$ cat src/rtl/bcd_seg7_scan.sv
// bcd_seg7_scan: latches NUM_DIGITS packed BCD digits and scans them onto a common-anode 7-segment display.
// Latency: display outputs are registered one cycle behind the scan state; a load shows from the next slot sampled after it.
// Backpressure: none, load is level-sampled every cycle. Optional macro LEADING_ZERO_BLANK_EN blanks leading zeros.
module bcd_seg7_scan #(
    parameter int NUM_DIGITS   = 4,
    parameter int SCAN_DIV     = 50000,
    parameter int BLANK_CYCLES = 500
) (
    input  logic                    clk,
    input  logic                    reset,
    input  logic [4*NUM_DIGITS-1:0] digits_in,
    input  logic [NUM_DIGITS-1:0]   dp_in,
    input  logic                    load,
    output logic [6:0]              seg,
    output logic                    dp,
    output logic [NUM_DIGITS-1:0]   an,
    output logic [2:0]              digit_idx
);
    localparam int            CW         = $clog2(SCAN_DIV);
    localparam logic [CW-1:0] CNT_LAST   = CW'(SCAN_DIV - 1);
    localparam logic [CW-1:0] BLANK_LAST = CW'((BLANK_CYCLES == 0) ? 0 : BLANK_CYCLES - 1);
    localparam logic [2:0]    IDX_LAST   = 3'(NUM_DIGITS - 1);

    typedef enum logic {BLANK, SHOW} state_t;

    state_t                  state_q, state_d;
    logic [CW-1:0]           cnt_q, cnt_d;
    logic [2:0]              idx_q, idx_d;
    logic                    slot_end;
    logic [4*NUM_DIGITS-1:0] shadow_q;
    logic [NUM_DIGITS-1:0]   shadow_dp_q;
    logic [3:0]              held_q, held_d;
    logic                    held_dp_q, held_dp_d;
    logic                    held_blank_q, held_blank_d;
    logic [3:0]              sample_dig;
    logic                    sample_dp;
    logic                    sample_blank;
    logic [6:0]              seg_q;
    logic                    dp_q;
    logic [NUM_DIGITS-1:0]   an_q;

    // Active-low {g,f,e,d,c,b,a}; codes above 9 render as a dash
    function automatic logic [6:0] bcd_to_seg(input logic [3:0] d);
        case (d)
            4'd0:    return 7'h40;
            4'd1:    return 7'h79;
            4'd2:    return 7'h24;
            4'd3:    return 7'h30;
            4'd4:    return 7'h19;
            4'd5:    return 7'h12;
            4'd6:    return 7'h02;
            4'd7:    return 7'h78;
            4'd8:    return 7'h00;
            4'd9:    return 7'h10;
            default: return 7'h3F;
        endcase
    endfunction

    // Slot counter and digit index advance; idx_d is the digit owning the next cycle
    always_comb begin
        slot_end = (cnt_q == CNT_LAST);
        cnt_d    = slot_end ? '0 : cnt_q + CW'(1);
        idx_d    = idx_q;
        if (slot_end) begin
            idx_d = (idx_q == IDX_LAST) ? 3'd0 : idx_q + 3'd1;
        end
    end

    // Pick the shadow digit (and its leading-zero status) for the slot about to enter SHOW
    always_comb begin
        sample_dig   = 4'd0;
        sample_dp    = 1'b0;
        sample_blank = 1'b0;
        for (int k = 0; k < NUM_DIGITS; k++) begin
            if (idx_d == 3'(k)) begin
                sample_dig = shadow_q[4*k +: 4];
                sample_dp  = shadow_dp_q[k];
            end
        end
`ifdef LEADING_ZERO_BLANK_EN
        sample_blank = (idx_d != 3'd0);
        for (int k = 0; k < NUM_DIGITS; k++) begin
            if ((3'(k) >= idx_d) && (shadow_q[4*k +: 4] != 4'd0)) begin
                sample_blank = 1'b0;
            end
        end
`endif
    end

    // BLANK/SHOW sequencing; the held digit is frozen on entry to SHOW so a slot never tears
    always_comb begin
        state_d      = state_q;
        held_d       = held_q;
        held_dp_d    = held_dp_q;
        held_blank_d = held_blank_q;
        case (state_q)
            BLANK: begin
                if ((BLANK_CYCLES == 0) || (cnt_q == BLANK_LAST)) begin
                    state_d      = SHOW;
                    held_d       = sample_dig;
                    held_dp_d    = sample_dp;
                    held_blank_d = sample_blank;
                end
            end
            SHOW: begin
                if (slot_end) begin
                    if (BLANK_CYCLES == 0) begin
                        held_d       = sample_dig;
                        held_dp_d    = sample_dp;
                        held_blank_d = sample_blank;
                    end else begin
                        state_d = BLANK;
                    end
                end
            end
            default: state_d = BLANK;
        endcase
    end

    // Scan state registers
    always_ff @(posedge clk) begin
        if (reset) begin
            state_q      <= BLANK;
            cnt_q        <= '0;
            idx_q        <= 3'd0;
            held_q       <= 4'd0;
            held_dp_q    <= 1'b0;
            held_blank_q <= 1'b0;
        end else begin
            state_q      <= state_d;
            cnt_q        <= cnt_d;
            idx_q        <= idx_d;
            held_q       <= held_d;
            held_dp_q    <= held_dp_d;
            held_blank_q <= held_blank_d;
        end
    end

    // Shadow capture of the incoming digits, every cycle load is high
    always_ff @(posedge clk) begin
        if (reset) begin
            shadow_q    <= '0;
            shadow_dp_q <= '0;
        end else if (load) begin
            shadow_q    <= digits_in;
            shadow_dp_q <= dp_in;
        end
    end

    // Registered display drive, one cycle behind the scan state
    always_ff @(posedge clk) begin
        if (reset) begin
            seg_q <= 7'h7F;
            dp_q  <= 1'b1;
            an_q  <= '1;
        end else if (state_q == SHOW) begin
            seg_q <= held_blank_q ? 7'h7F : bcd_to_seg(held_q);
            dp_q  <= ~held_dp_q;
            an_q  <= ~(NUM_DIGITS'(1) << idx_q);
        end else begin
            seg_q <= 7'h7F;
            dp_q  <= 1'b1;
            an_q  <= '1;
        end
    end

    assign seg       = seg_q;
    assign dp        = dp_q;
    assign an        = an_q;
    assign digit_idx = idx_q;

endmodule

$ cat config.mk
export PLATFORM = sky130hd
export DESIGN_NAME = bcd_seg7_scan
export DESIGN_NICKNAME = d
export VERILOG_FILES = /design/src/rtl/bcd_seg7_scan.sv
export SDC_FILE = /design/constraint.sdc
export NUM_CORES = 1
export LEC_CHECK = 0
export CAP_MARGIN = 30
export CELL_PAD_IN_SITES_DETAIL_PLACEMENT = 1
export CELL_PAD_IN_SITES_GLOBAL_PLACEMENT = 1
export CORE_ASPECT_RATIO = 1.1
export CORE_MARGIN = 2
export CORE_UTILIZATION = 45
export CTS_BUF_LIST = sky130_fd_sc_hd__clkbuf_8
export CTS_CLUSTER_SIZE = 10
export DETAILED_ROUTE_END_ITERATION = 8
export PLACE_DENSITY = 0.9
export SLEW_MARGIN = 10
export SYNTH_ARGS = -nofsm -noshare
export SYNTH_HDL_FRONTEND = slang
export SYNTH_SLANG_ARGS = --single-unit
$ cat constraint.sdc
create_clock -name clk -period 3.9 [get_ports clk]
set_input_delay 0.78 -clock clk [delete_from_list [all_inputs] [get_ports clk]]
set_output_delay 0.78 -clock clk [all_outputs]
set_load 0.01 [all_outputs]
==> results of run 1 <==
## power breakdown
| part | internal [mW] | switching (mW) | total (mW) |
|---|---|---|---|
| combinational | 0.0379 | 0.0284 | 0.0663 |
| clock | 0.275 | 0.231 | 0.506 |
| sequential | 0.597 | 0.0117 | 0.609 |
| total | 0.911 | 0.271 | 1.18 |
## layout by cell type (no fill, tap or decap), types with 2 or more instances in the layout
cell type / netlist / layout
or3_1: 2 / 2
xnor2_1: 6 / 6
inv_1: 10 / 11
nor4b_1: 2 / 2
nor2b_1: 9 / 9
clkdlybuf4s50_1: 0 / 37
o21ai_0: 9 / 9
o221ai_1: 4 / 4
nand4_1: 4 / 4
mux2i_1: 22 / 22
clkbuf_8: 0 / 12
o21ai_1: 4 / 4
a21oi_1: 10 / 10
buf_4: 0 / 2
dfxtp_1: 57 / 57
nand2b_1: 2 / 2
a211oi_1: 4 / 4
xor2_1: 6 / 6
or2_2: 2 / 2
nor2_1: 46 / 46
nand2_1: 23 / 23
ha_1: 10 / 10
nand3_1: 7 / 7
and3_1: 2 / 2
## metrics by stage
| step | total power, mW | utilization [%] | hold slack, ns |
|---|---|---|---|
| floorplan | 0.652 | - | 0.358 |
| global placement | 0.682 | 54.4 | 0.390 |
| detailed placement | 0.686 | 54.4 | 0.404 |
| CTS | 1.19 | 57.8 | 0.422 |
| global route | 1.22 | 57.8 | 0.439 |
| finish | 1.18 | 57.8 | 0.435 |
## kinds of logic after synthesis
kind of cell	after synthesis	synth area share (%)
AND/OR/NAND/NOR	107	21.4
flip-flops	57	46.9
AO/OA/AOI/OAI	35	9.00
multiplexers	24	10.2
buffers and inverters	19	2.98
XOR/XNOR	12	4.32
adder cells (fa/ha/maj)	10	5.14
## final cells by class
class | count | area, um2 | area share (%)
timing repair buffer | 39 | 385 | 12.6
clock inverter | 3 | 16.3 | 0.532
clock buffer | 12 | 165 | 5.40
sequential | 57 | 1140 | 37.3
tap | 75 | 93.8 | 3.07
multi-input combinational | 188 | 1220 | 39.9
inverter | 10 | 37.5 | 1.23
## sequential cells by signal, summed over array words and instances (netlist names)
signal       count
cnt_q           16
shadow_q        16
seg              7
an               4
held_q           4
shadow_dp_q      4
digit_idx        3
dp               1
held_dp_q        1
state_q          1
## layer usage
metal / vias up / share of wire [%] / GRT usage (%)
li1: 981 / - / -
met1: 994 / 44 / 26.3
met2: 53 / 50 / 36.4
met3: 21 / 3.1 / 4.84
met4: 0 / 3.5 / 14.0
met5: - / 0 / 0
## worst paths after layout
| check | endpoint | slack (ns) | cells after the start |
|---|---|---|---|
| worst max-delay path | held_dp_q | 1.05 | 5 |
| worst min-delay path | dp | 0.44 | 1 |
| worst max register to register | held_dp_q | 1.05 | 5 |
| worst min register to register | dp | 0.44 | 1 |
==> metrics.yaml, run 1 <==
status: "completed"
antenna_cells: 0
finalSetupViolations: 0
grt_pass1_vias: 2083
min_from: "held_dp_q"
cp-end-kind: "flip-flop"
start_util_pct: 46.0
dp_cells: 369
post_cts_resized: 0
core_region_area_um2: 5290
startpoint: "cnt_q[8]"
fin_crit_ns: 2.85
dr.pass1.iters: 4
ant_nets: 0
vias: 2049
drive_gt1_share_pct: 7.44
timing.final.max_slew_violations: 0
ios: 38
antenna_found_initial: 0
final_cell_count_no_fill: 384
area_growth_pct: 25.7
numCtsBuffers: 9
worst_pin_slew_ns: 0.795
clock_sinks: 57
worstPathCellList: "or4bb_1 -> o41ai_2 -> nor3b_1 -> o221ai_1 -> o21ai_1"
synth_cell_type_count: 37
cp_slowest_cell: "nor3b_1"
synthCells: 264
worstHoldPathType: "flip-flop to flip-flop"
synth_nets: 297
cp_data_arrival_time_ns: 3.12
setup_tns_ns: 0
syn_area_um2: 2430
synthArstFlopShare_pct: 0
wl_per_cell_um: 16.2
ys.flop_type: "dfxtp_1"
reg2reg_from: "cnt_q[8]"
post-route-cell-area_um2: 3060
rsz0062_at_grt: "no"
drc_errors: 0
cts_setup_buffers: 0
powerDensity_nw_per_um2: 386
relSlewSlack_pct: 46.9
rows: 28
yosys_warnings: 0
worstPathMaxFanout: 6
slowest_delay_ns: 0.72
num-nets-final: 338
clock_tree.root_cell: "clkbuf_8"
die_y_um: 81.1
vdd_ir_drop_max_mv: 0.251
grt_pass1_wl_mm: 9.93
synth-seq-cells: 57
fin_skew_ns: 0.00421
overflow: 0
cts_buffer_depth: 2
crit_type: "flip-flop to flip-flop"
dieArea_um2: 6010
io_buffers: 37
synth_area_leader_cell: "dfxtp_1"
grt_start_max_net_pins: 31
tritoncts: "yes"
clk_pin_slew_worst_paths_ns: 0.06
postCtsHoldBufs: 0
fmax_mhz: 350
synthTopCellsByCount: "57 x dfxtp_1, 46 x nor2_1, 23 x nand2_1"
fill_cells: 606
ys_top_cells_by_area: "dfxtp_1 47%, mux2i_1 9.0%, nor2_1 7.1%"
dp_slack_ns: 1.29
synth_edf_count: 0
wirelength_mm: 6.23
grt_usage_pct: 22.3
cp_num_buf_inv: 0
htreeDepth: 3
post-route-period-util_pct: 73.2
crit_family: "simple AND/OR/NAND/NOR gates"
die_w_um: 74.1
setup_ws_ns: 1.05
gp_congestion: 0.822
yosysTopAreaCellShare_pct: 46.9
critPathRequiredTime_ns: 4.17
post-dp-hpwl_mm: 4.39
leakage_nw: 1.16
drt_iter0_drc: 53
hold_viol_final: 0
drv_cap: 0
postPlaceCellArea_um2: 2880
seq_area_frac_synth_pct: 46.9
yosysMostFrequentCell: "dfxtp_1"
syn_avg_cell_area_um2: 9.22
insertion_delay_ns: 0.34
cp-start-kind: "flip-flop"
viasPerCell: 5.34
(Power assumes the default switching activity.)
==> inputs of run 2 (changes only) <==
--- a/config.mk
+++ b/config.mk
@@ -10,11 +10,11 @@
 export CELL_PAD_IN_SITES_GLOBAL_PLACEMENT = 1
 export CORE_ASPECT_RATIO = 1.1
 export CORE_MARGIN = 2
-export CORE_UTILIZATION = 45
+export CORE_UTILIZATION = 38
 export CTS_BUF_LIST = sky130_fd_sc_hd__clkbuf_8
 export CTS_CLUSTER_SIZE = 10
 export DETAILED_ROUTE_END_ITERATION = 8
-export PLACE_DENSITY = 0.9
+export PLACE_DENSITY = 0.82
 export SLEW_MARGIN = 10
 export SYNTH_ARGS = -nofsm -noshare
 export SYNTH_HDL_FRONTEND = slang
==> constraint.sdc (replaced) <==
create_clock -name clk -period 2.3 [get_ports clk]
set_input_delay 0.46 -clock clk [delete_from_list [all_inputs] [get_ports clk]]
set_output_delay 0.46 -clock clk [all_outputs]
set_load 0.01 [all_outputs]
==> metrics.yaml, run 2 (same netlist as run 1, synthesis figures left out) <==
cp-end-kind: "flip-flop"
postCtsHoldBufs: 0
powerDensity_nw_per_um2: 677
ios: 38
wirelength_mm: 5.96
leakage_nw: 1.25
crit_family: "simple AND/OR/NAND/NOR gates"
dr.pass1.iters: 4
worstPathCellList: "or4bb_4 -> nor4_4 -> buf_6 -> mux2_4 -> o221ai_1 -> o21ai_1"
dieArea_um2: 7060
insertion_delay_ns: 0.34
r2r_cells: 6
p_int_mw: 1.74
drt_iter0_drc: 101
rsz0062_at_grt: "yes"
clk_pin_slew_worst_paths_ns: 0.06
area_growth_pct: 34.1
grt_pass1_vias: 2082
htreeDepth: 3
relSlewSlack_pct: 72.7
slowest_delay_ns: 0.56
vdd_ir_drop_max_mv: 0.347
critPathRequiredTime_ns: 2.52
final_cell_count_no_fill: 404
clock_tree.root_cell: "clkbuf_8"
numCtsBuffers: 9
fill_cells: 711
use_met1_pct: 21.5
ant_nets: 0
hold_depth: 1
mostFrequentLayoutCell: "dfxtp_1"
cts_buffer_depth: 2
p_sw_share_pct: 21.0
drv_cap: 0
finalSetupViolations: 0
drc_errors: 0
fin_crit_ns: 2.19
worstPathMaxFanout: 6
antenna_found_initial: 0
tritoncts: "yes"
p_sw_mw: 0.464
timing.final.max_slew_violations: 0
cp.depth: 6
finalPower_mw: 2.21
worst_pin_slew_ns: 0.403
top_usage_layer: "met2"
cp_slowest_cell: "or4bb_4"
grtUsageMet3_pct: 6.19
post-dp-hpwl_mm: 4.15
clock_power_share_pct: 48.1
wl_per_cell_um: 14.8
start_util_pct: 39.3
grt_start_max_net_pins: 21
final_cell_mix: "55 x dfxtp_1, 46 x nor2_1, 37 x clkdlybuf4s50_1"
seqPwrFrac_pct: 46.8
overflow: 0
viasPerCell: 5.09
dp_cells: 382
io_buffers: 37
status: "completed"
vias: 2056
gr-usage-met2_pct: 28.8
core_region_area_um2: 6190
num-nets-final: 352
worstHoldPathType: "flip-flop to flip-flop"
rows: 30
gp_congestion: 0.797
cp-start-kind: "flip-flop"
cp_num_buf_inv: 1
cp_data_arrival_time_ns: 2.41
grt_usage_pct: 17.7
timing.hold.ws_ns: 0.414
grt_pass1_wl_mm: 9.56
die_y_um: 87.9
antenna_cells: 0
die_w_um: 80.3
crit_type: "flip-flop to flip-flop"
drive_gt1_share_pct: 15.1
clock_sinks: 57
fmax_mhz: 457
pwr-share-comb_pct: 5.2
fin_skew_ns: 0.00413
hold_viol_final: 0
post-route-period-util_pct: 95.2
## run 2: cell count changes in the layout (fill, tap and decap cells not counted), moves of 2 or more
cell	previous run	this run
dfxtp_2	0	2
a211oi_2	0	3
dfxtp_1	57	55
bufinv_16	0	2
a211oi_1	4	1
inv_1	11	9
buf_6	0	2
buf_4	2	13
## run 2: worst paths after layout
| kind | start | end | slack (ns) |
|---|---|---|---|
| max | cnt_q[4] | held_q[1] | 0.11 |
| min | held_dp_q | dp | 0.41 |
| max reg2reg | cnt_q[4] | held_q[1] | 0.11 |
| min reg2reg | held_dp_q | dp | 0.41 |
## run 2: layer usage
metal  part of all wire [%]  up-vias
li1                       -     1009
met1                     45      992
met2                     48       44
met3                    4.1       11
met4                    2.1        0
met5                      0        -
## run 2: worst reg2reg max path: cells and delay by family (launching register included)
family          cells  cell delay [ns]
buf+inv             1             0.19
compound gates      2             0.31
flops               1             0.34
mux                 1             0.34
simple gates        2             0.92
## run 2: power by group through the flow
| stage | clock network (mW) | logic (mW) | registers (mW) |
|---|---|---|---|
| global route | 1.14 | 0.126 | 1.04 |
| CTS | 1.08 | 0.113 | 1.03 |
| detailed placement | 0 | 0.111 | 1.05 |
| floorplan | 0 | 0.0603 | 1.05 |
| finish | 1.06 | 0.114 | 1.03 |
| global placement | 0 | 0.108 | 1.05 |
## run 2: what timing repair did
action,4_1_cts,5_1_grt
endpoints found under the setup margin,0,5
buffers inserted,0,5
resized for setup,0,14
## run 2: metrics by stage
step	worst slack (ns)	setup TNS (ns)	instance area, um2	utilization [%]
after floorplan	0.0149	0	2430	-
after global placement	0.193	0	2940	47.5
after detailed placement	0.0476	0	2940	47.5
after CTS	0.0533	0	3170	51.2
after global routing	-0.0640	-0.0815	3260	52.7
final	0.111	0	3260	52.7
## run 2: cell type report
type	instances	area [um2]	area share (%)
clock buffers	11	151	4.64
well taps	80	100	3.07
inverters	10	37.5	1.15
clock inverters	5	77.6	2.38
repair buffers	53	495	15.2
flip-flops and latches	57	1140	35.0
multi-input cells	188	1260	38.5
==> edit (config.mk and constraints of run 1) <==
Put one more register stage on the output `seg`. The value now appears one clock later. The other outputs are not delayed to match.
--- a/src/rtl/bcd_seg7_scan.sv
+++ b/src/rtl/bcd_seg7_scan.sv
@@ -166,3 +166,5 @@
 
-    assign seg       = seg_q;
+    always_ff @(posedge clk) begin
+        seg <= seg_q;
+    end
     assign dp        = dp_q;
Check against the original RTL: not equivalent (Yosys sat finds a counterexample within 4 cycles, from zero or initial values and one cycle with reset high).
==> edit against run 1 <==
  * Worst setup slack better by 0.0071 ns
  * Die area is 3.6% higher
  * Synthesized cell count is 0.76% higher
  * Cell area is 4.6% higher
  * Total power is 18% higher
  * Area after synthesis is 3.8% higher
  * Wire length is 1.8% lower
  * Clock power is 27% higher
  * Sequential cell count is 7 higher
  * Global-route usage is 0.26 points higher
  * Critical path type unchanged
  * Critical endpoint unchanged
  * Highest routed layer unchanged
==> edit: results (changes against run 1) <==
status=completed; Clock Skew=0.00923 ns (+0.00503 ns); Tightest Hold Check Type=flip-flop to flip-flop; Async SR Flop Fraction=0 (unchanged); global placement routability congestion=0.791 (-3.8%); maximum resistive drop on vdd=254 µV (+1.4%); library cell used as clock root buffer=sky130_fd_sc_hd__clkbuf_8; starting DRC count in detailed routing=65 (+23%); post-detailed-routing wire length=6120 µm (-1.8%); GR Layer Usage met2=0.397 (+0.0331); antenna violations before repair=0 (unchanged); number of antenna diodes=0 (unchanged); biggest registers after layout=cnt_q: 16 flops, shadow_q: 16 flops; end of the worst register-to-register path=held_dp_q; proportion of synthesized chip area in sequential cells=0.507 (+0.0383); DPL Wire Length=4270 µm (-2.7%); final number of setup-violating endpoints=0 (unchanged); number of filler instances in the final layout=623 (+2.8%); number of nets produced by synthesis=299 (+0.67%); via density per instance=5.12 (-4.1%); destination of the worst hold path=seg[6]; maximum root-to-sink buffer count=2 (unchanged); layout cells sized above 1=0.0737 (-0.000716); number of library cell types mapped by synthesis=35 (-5.4%); family of cells with the greatest summed delay on the critical path=simple AND/OR/NAND/NOR gates; beginning of the worst register-to-register path=cnt_q[0]; Max H-tree Level=3 (unchanged); clock-pin slew on the worst setup and hold paths=0.07 ns; count of cells along the worst register-to-register path=7 (+2); insertion delay to the later sink of the worst-skew pair=0.35 ns; number of cells on the worst hold path=0 (-1); Slew headroom=0.583 (+0.114); Hold Startpoint=seg_q[6]; Nets=340 (+0.59%); Resize count post-CTS=0 (unchanged); combined global-route utilization of all metal layers=0.225 (+0.00255); via count of the first global-routing pass=2094 (+0.53%); Slowest cell on crit path=sky130_fd_sc_hd__mux2i_1; number of buffer cells added on primary ports=37 (unchanged); met3 routing resource usage after global routing=0.0425 (-0.00591); fraction of met1 tracks used by global routing=0.252 (-0.0112); buffers inserted by post-CTS timing repair=0 (unchanged); most instantiated cells after synthesis=64 x sky130_fd_sc_hd__dfxtp_1, 57 x sky130_fd_sc_hd__nor2_1, 22 x sky130_fd_sc_hd__mux2i_1, 22 x sky130_fd_sc_hd__nand2_1, 10 x sky130_fd_sc_hd__ha_1; r2r setup slk=1.05 ns; leakage power of the design=1.25 nW (+7.8%); data arrival at the endpoint of the critical path=3.09 ns (-0.03 ns); largest cells by area after synthesis=sky130_fd_sc_hd__dfxtp_1 51%, sky130_fd_sc_hd__mux2i_1 8.7%, sky130_fd_sc_hd__nor2_1 8.5%, sky130_fd_sc_hd__ha_1 5.0%, sky130_fd_sc_hd__nand2_1 3.3%; delay of the slowest critical-path stage=0.60 ns (-0.12 ns); pin count of the biggest net entering global routing=21 (-32%); DR pass1 iterations=4 (unchanged); Std-Cell Rows=28 (unchanged); first-pass GRT wire length=10300 µm (+3.3%); Synth warnings=0 (unchanged); maximum fanout along the worst path=7 (+1); post-route worst hold slack=0.327 ns (-0.109 ns); CTS buffer count=9 (unchanged)
## edit: power by group
group / switching, mW / internal, mW / total [mW]
combinational: 0.0288 / 0.0384 / 0.0671
sequential: 0.0107 / 0.668 / 0.679
clock: 0.267 / 0.379 / 0.645
total: 0.306 / 1.09 / 1.39
## edit: final cells by class
cell class,instances,area (µm²),area share
Sequential cell,64,1280,0.400
Clock buffer,10,138,0.0430
Timing Repair Buffer,39,385,0.120
Clock inverter,6,92.6,0.0289
Multi-Input combinational cell,184,1180,0.367
Inverter,9,33.8,0.0106
Tap cell,75,93.8,0.0293
## edit: metal layers
layer | share of wire | up-vias
li1 | - | 977
met1 | 0.41 | 945
met2 | 0.53 | 44
met3 | 0.028 | 14
met4 | 0.029 | 0
met5 | 0 | -
## edit: kinds of logic (layout without fill, tap and decap cells)
| family | after synthesis | after routing | share of synthesized area |
|---|---|---|---|
| and+or+nand+nor | 109 | 109 | 0.200 |
| DFF | 64 | 64 | 0.507 |
| muxes | 27 | 27 | 0.109 |
| AOI/OAI and AO/OA | 24 | 24 | 0.0579 |
| buffers and inverters | 18 | 64 | 0.0272 |
| xor gates and xnor gates | 14 | 14 | 0.0485 |
| adders and majority gates | 10 | 10 | 0.0495 |
## edit: per-stage QoR
stage / setup WS (ns) / instances / area (µm²) / power, mW
2_1_floorplan: 1.49 / 266 / 2530 / 0.726
3_3_place_gp: 1.30 / 371 / 2970 / 0.757
3_5_place_dp: 1.09 / 371 / 2970 / 0.760
4_1_cts: 1.06 / 387 / 3200 / 1.41
5_1_grt: 0.777 / 387 / 3200 / 1.44
6_report: 1.05 / 387 / 3200 / 1.39
## edit: worst max path at each step
stage / startpoint / to / cells after the start / slack, ns
floorplan: cnt_q[11] / held_dp_q / 6 / 1.49
global placement: cnt_q[0] / held_dp_q / 7 / 1.30
detailed placement: cnt_q[0] / held_dp_q / 7 / 1.09
CTS: cnt_q[0] / held_dp_q / 7 / 1.06
global route: cnt_q[0] / held_dp_q / 7 / 0.78
finish: cnt_q[0] / held_dp_q / 7 / 1.05
